**src/rtl/timer_irq_ctrl.sv**
```systemverilog
// Programmable down-counting timer with periodic/one-shot modes and a level irq/ack handshake.
// Optional prescaler enabled by defining TIMER_PRESCALER_EN.
module timer_irq_ctrl #(
  parameter int unsigned       CNT_W          = 8,
  parameter int unsigned       PRESC_W        = 8,
  parameter logic [CNT_W-1:0]  RELOAD_DEFAULT = CNT_W'('h0F)
) (
  input  logic               clk,
  input  logic               reset,
  input  logic               enable,
  input  logic               cfg_we,
  input  logic [CNT_W-1:0]   cfg_reload,
  input  logic [PRESC_W-1:0] cfg_presc,
  input  logic               cfg_periodic,
  input  logic               irq_ack,
  output logic [CNT_W-1:0]   count,
  output logic               irq,
  output logic               irq_overrun,
  output logic               running
);

  typedef enum logic [1:0] {
    IDLE = 2'd0,
    RUN  = 2'd1,
    DONE = 2'd2
  } state_t;

  state_t           state, state_d;
  logic [CNT_W-1:0] count_d, reload_reg, reload_d;
  logic             periodic_reg, periodic_d;
  logic             irq_d, overrun_d;
  logic             tick, expire;

`ifdef TIMER_PRESCALER_EN
  logic [PRESC_W-1:0] presc_reg, presc_reg_d, presc_cnt, presc_cnt_d;
`else
  logic unused_cfg_presc;
  assign unused_cfg_presc = ^cfg_presc;
`endif

  // A config write wins over any tick on the same edge.
  always_comb begin
`ifdef TIMER_PRESCALER_EN
    tick = (state == RUN) && enable && !cfg_we && (presc_cnt == presc_reg);
`else
    tick = (state == RUN) && enable && !cfg_we;
`endif
    expire = tick && (count == '0);
  end

  always_comb begin
    state_d    = state;
    count_d    = count;
    reload_d   = reload_reg;
    periodic_d = periodic_reg;
    irq_d      = irq;
    overrun_d  = irq_overrun;
`ifdef TIMER_PRESCALER_EN
    presc_reg_d = presc_reg;
    presc_cnt_d = '0;
    if ((state == RUN) && enable && !cfg_we)
      presc_cnt_d = (presc_cnt == presc_reg) ? '0 : presc_cnt + PRESC_W'(1);
`endif

    if (!cfg_we) begin
      unique case (state)
        IDLE: if (enable) state_d = RUN;
        RUN: begin
          if (!enable)
            state_d = IDLE;
          else if (expire && !periodic_reg)
            state_d = DONE;
        end
        DONE: if (!enable) state_d = IDLE;
        default: state_d = IDLE;
      endcase
    end

    if (cfg_we) begin
      reload_d   = cfg_reload;
      periodic_d = cfg_periodic;
      count_d    = cfg_reload;
`ifdef TIMER_PRESCALER_EN
      presc_reg_d = cfg_presc;
`endif
    end else if (tick) begin
      if (count != '0)
        count_d = count - CNT_W'(1);
      else if (periodic_reg)
        count_d = reload_reg;
    end else if ((state == DONE) && !enable) begin
      count_d = reload_reg;
    end

    // An expiry coinciding with an ack keeps irq set and does not count as overrun.
    if (expire)
      irq_d = 1'b1;
    else if (irq_ack)
      irq_d = 1'b0;

    if (cfg_we)
      overrun_d = 1'b0;
    else if (expire && irq && !irq_ack)
      overrun_d = 1'b1;
  end

  always_ff @(posedge clk) begin
    if (reset) begin
      state        <= IDLE;
      count        <= RELOAD_DEFAULT;
      reload_reg   <= RELOAD_DEFAULT;
      periodic_reg <= 1'b1;
      irq          <= 1'b0;
      irq_overrun  <= 1'b0;
      running      <= 1'b0;
`ifdef TIMER_PRESCALER_EN
      presc_reg    <= '0;
      presc_cnt    <= '0;
`endif
    end else begin
      state        <= state_d;
      count        <= count_d;
      reload_reg   <= reload_d;
      periodic_reg <= periodic_d;
      irq          <= irq_d;
      irq_overrun  <= overrun_d;
      running      <= (state_d == RUN);
`ifdef TIMER_PRESCALER_EN
      presc_reg    <= presc_reg_d;
      presc_cnt    <= presc_cnt_d;
`endif
    end
  end

endmodule

```
**config.mk**
```make
export PLATFORM = sky130hd
export DESIGN_NAME = timer_irq_ctrl
export DESIGN_NICKNAME = d
export VERILOG_FILES = /design/src/rtl/timer_irq_ctrl.sv
export SDC_FILE = /design/constraint.sdc
export NUM_CORES = 1
export LEC_CHECK = 0
export CORE_MARGIN = 2
export CORE_UTILIZATION = 39
export DETAILED_ROUTE_END_ITERATION = 8
export GPL_TIMING_DRIVEN = 0
export PLACE_DENSITY = 0.78
export SETUP_SLACK_MARGIN = 0.2
export SYNTH_ARGS = -nofsm -noshare
export SYNTH_HDL_FRONTEND = slang
export SYNTH_SLANG_ARGS = --single-unit
export TNS_END_PERCENT = 10
```
**constraint.sdc**
```tcl
create_clock -name clk -period 1.7 [get_ports clk]
set_input_delay 0.17 -clock clk [delete_from_list [all_inputs] [get_ports clk]]
set_output_delay 0.17 -clock clk [all_outputs]
set_load 0.05 [all_outputs]
```
==> impl_summary.txt <==
----------------------------------------------------
[Routing]
  Antenna-violating nets left ... 0
  Number of iterations in the first detailed-routing pass ... 4
  Detailed-route DRC error count ... 0
  Post-detailed-route wirelength per cell ... roughly 15 um
  1st-iter DRT viols ... 33
  Final Routed Wirelength ... 2968 um
  Post-DR vias/cell ... roughly 5.5
  Via count ... between 1,000 and 1,500

[Finish]
  Fraction of layout cells with a size suffix above 1 ... ~33%
  Layout net count ... ~190
  Synthesis-to-layout area growth ... 43.63%
  Number of inserted diodes ... 0
  Finished layout cell area ... 1635 sq um

[Setup path]
  Reg-to-reg setup timing slack ... about 0.023 ns
  Arrival time reported for the critical path endpoint ... ~1.9 ns
  Type of origin of the critical path ... flop
  Critical path class ... flop to flop
  Largest fanout on the critical path ... 5
  Required time of the critical path ... roughly 1.9 ns
  Endpoint class of the critical path ... flop

[Yosys]
  Share of the synthesized area in the top cell type ... 38.68%
  Post-synth net total ... roughly 150
  Fraction of the mapped netlist area in adder cells ... 2.198%
  Area fraction in compound gates after synthesis ... between 20% and 30%
  Average footprint of a synthesized cell ... ~8.8 sq um
  XOR/XNOR share of the synthesized area ... under 10%
  Main combinational cell family by area after synthesis ... compound AO/OA/AOI/OAI gates
  Synth async-reset ratio ... 0%
  Post-synth top flop ... dfxtp_1
  Number of cells produced by synthesis ... 129
  Share of synthesized area occupied by flip-flops and latches ... between 30% and 40%
  Biggest area consumer among synthesized cells ... dfxtp_1
  Multiplexer share of the synthesized area ... roughly 1.9%
  Area share of and/or/nand/nor cells after synthesis ... 22.97%
  Top cells by area, synth ... dfxtp_1 39%, a21oi_1 6.2%, nor3_1 4.4%
  Number of enable flip-flop cells after synthesis ... 0
  Cell area after synthesis ... about 1100 sq um
  Post-synthesis register bit count ... 22
  Count of unique library cells instantiated by Yosys ... 38
  Count of synthesis-stage warnings from yosys ... 0

[Clocking]
  Clk Tree Root Cell ... clkbuf_4
  Level count of the clock H-tree ... 1
  Total clock buffers created by CTS ... 3
  Sinks on Clock Net ... 22
  Number of buffers on the longest clock path ... 2
  Register clock-pin slew on the reported worst setup and hold paths ... 0.12 ns
  Worst-Skew Late Latency ... slightly above 0.3 ns
  CTS tree ... done

[STA]
  Number of setup violations in the final report ... 0
  Clock period minus worst slack ... about 1.7 ns
  Max_slew headroom ... 59.31%
  Final-report max-slew violation count ... 0
  Post-route clock period utilization ... between 90% and 100%
  Final hold violation count ... 0
  Worst-case clock skew ... ~0.0018 ns
  Maximum frequency from static timing analysis ... between 0.5 and 0.6 GHz
  Worst Max-Slew Pin Slew ... ~0.6 ns
  Setup repair after global routing missed its margin ... true
  PnR worst setup slack ... about 0.023 ns

[Global route]
  Vias in the first global route ... about 1,000
  Residual overflow from global routing ... 0
  Maximum number of pins on one net before global-route repair ... 13
  Antenna violations before repair ... 0
  Aggregate global-route resource usage ... between 10% and 20%
  Global-route wire length before repair ... between 4000 and 5000 um

[Placement]
  HPWL reported at the end of detailed placement ... 1909 um
  Post-placement worst setup slack ... -0.3594 ns
  IO buf count ... 24
  Standard cell area after detailed placement ... 1469 sq um
  Final weighted congestion in routability-driven placement ... between 0.7 and 0.8

[Power and ir drop]
  Tot Pwr ... around 1.1 mW
  Maximum vdd ir drop ... between 400 and 500 uV
  Pwr/cell area ... 687.4 nW/um^2
  Leakage power total ... approximately 0.66 nW

[Floorplanning]
  Overall die width ... a little under 60 um
  Starting density of the core ... around two fifths
  Count of boundary I/O pins ... 33
  Placeable core area ... approximately 2800 sq um
  Total Die Area ... 3367 sq um
  Std cell rows ... 19
  Floorplan die height ... between 50 and 60 um

[Outcome]
  Result of the run ... finished, final reports clean

[Run]
  Number of max-cap violations ... 0

[Worst hold path]
  Path class of the lowest-slack min-delay path ... input pin to flop

----------------------------------------------------
==> timing repair <==
| item | CTS | global route |
|---|---|---|
| gates resized for setup | 19 | 20 |
| setup endpoints to repair | 25 | 20 |
| hold buffers | 0 | 0 |
| setup buffers | 4 | 6 |
| pin swaps | 6 | 6 |
| hold endpoints to repair | 0 | 0 |
==> per-stage QoR <==
step / hold slack, ns / instances / util [%] / TNS [ns]
global route: 0.4444 / 198 / 59.30 / -0.4087
floorplan: 0.2815 / 129 / - / 0
detailed placement: 0.4578 / 184 / 53.27 / -3.900
finish: 0.4366 / 198 / 59.30 / 0
CTS: 0.4400 / 192 / 55.72 / -0.01561
global placement: 0.4523 / 184 / 53.27 / -3.759
==> report_power, final <==
group	total, mW	leakage, nW	internal (mW)	switching [mW]
Sequential	0.587	0.182	0.548	0.0389
Clock	0.247	0.0154	0.0858	0.161
Combinational	0.291	0.468	0.126	0.165
==> worst paths after layout <==
check | start | end | cells after the start
max | count[0]$_SDFFE_PP1P_ | count[5]$_SDFFE_PP0P_ | 6
max reg2reg | count[0]$_SDFFE_PP1P_ | count[5]$_SDFFE_PP0P_ | 6
min | cfg_reload[7] | reload_reg[7]$_SDFFE_PP0P_ | 3
min reg2reg | reload_reg[3]$_SDFFE_PP1P_ | reload_reg[3]$_SDFFE_PP1P_ | 2
==> critical path: stages, from the launching register on <==
cell      delay [ns]
dfxtp_4         0.39
inv_4           0.06
ha_4            0.13
nor3b_4         0.29
a21oi_4         0.14
mux2_4          0.32
a311oi_2        0.27
==> routing by layer <==
metal  up-vias  share of wire, %  track usage (%)
met4         0               1.1            4.983
li1        538                 -                -
met5         -                 0                0
met3         8               3.9            2.232
met1       518                44            22.50
met2        33                51            31.98
==> synth_stat cells, drive strengths merged, types with 2 or more instances <==
cell / count
a31oi: 2
nor2b: 5
buf: 4
nand2: 8
xor2: 2
xnor2: 3
nor2: 12
clkbuf: 3
ha: 2
inv: 7
a211oi: 3
nor3b: 2
o21ai: 6
nand2b: 5
nor3: 11
a21oi: 15
a311oi: 2
dfxtp: 22
a221oi: 3
==> placed cells by master (no fill, tap or decap), drive strengths merged, types with 3 or more instances in the layout <==
cell	synthesis	routed
nor3	11	11
buf	4	14
dlygate4sd2	0	7
clkdlybuf4s50	0	13
nor2b	5	5
nand2	8	8
a221oi	3	3
nand2b	5	5
clkbuf	3	9
nor2	12	12
inv	7	7
dfxtp	22	22
o21ai	6	6
a21oi	15	15
xnor2	3	3
a211oi	3	3
==> logic make-up after synthesis <==
group	Yosys count
adder cells (fa/ha/maj)	2
buffers and inverters	14
AO/OA/AOI/OAI	38
flip-flops	22
multiplexers	2
AND/OR/NAND/NOR	46
XOR/XNOR	5
==> cell type report <==
| type | instances | area, sq um |
|---|---|---|
| clock buffer | 3 | 22.52 |
| clock inverter | 1 | 3.754 |
| timing repair buffer | 34 | 296.5 |
| buffer | 7 | 43.79 |
| sequential | 22 | 452.9 |
| inverter | 7 | 31.28 |
| multi-input combinational | 93 | 745.7 |
| fill | 250 | 1122 |
| tap | 31 | 38.79 |
Note: power is estimated with default switching activity, not from simulation.
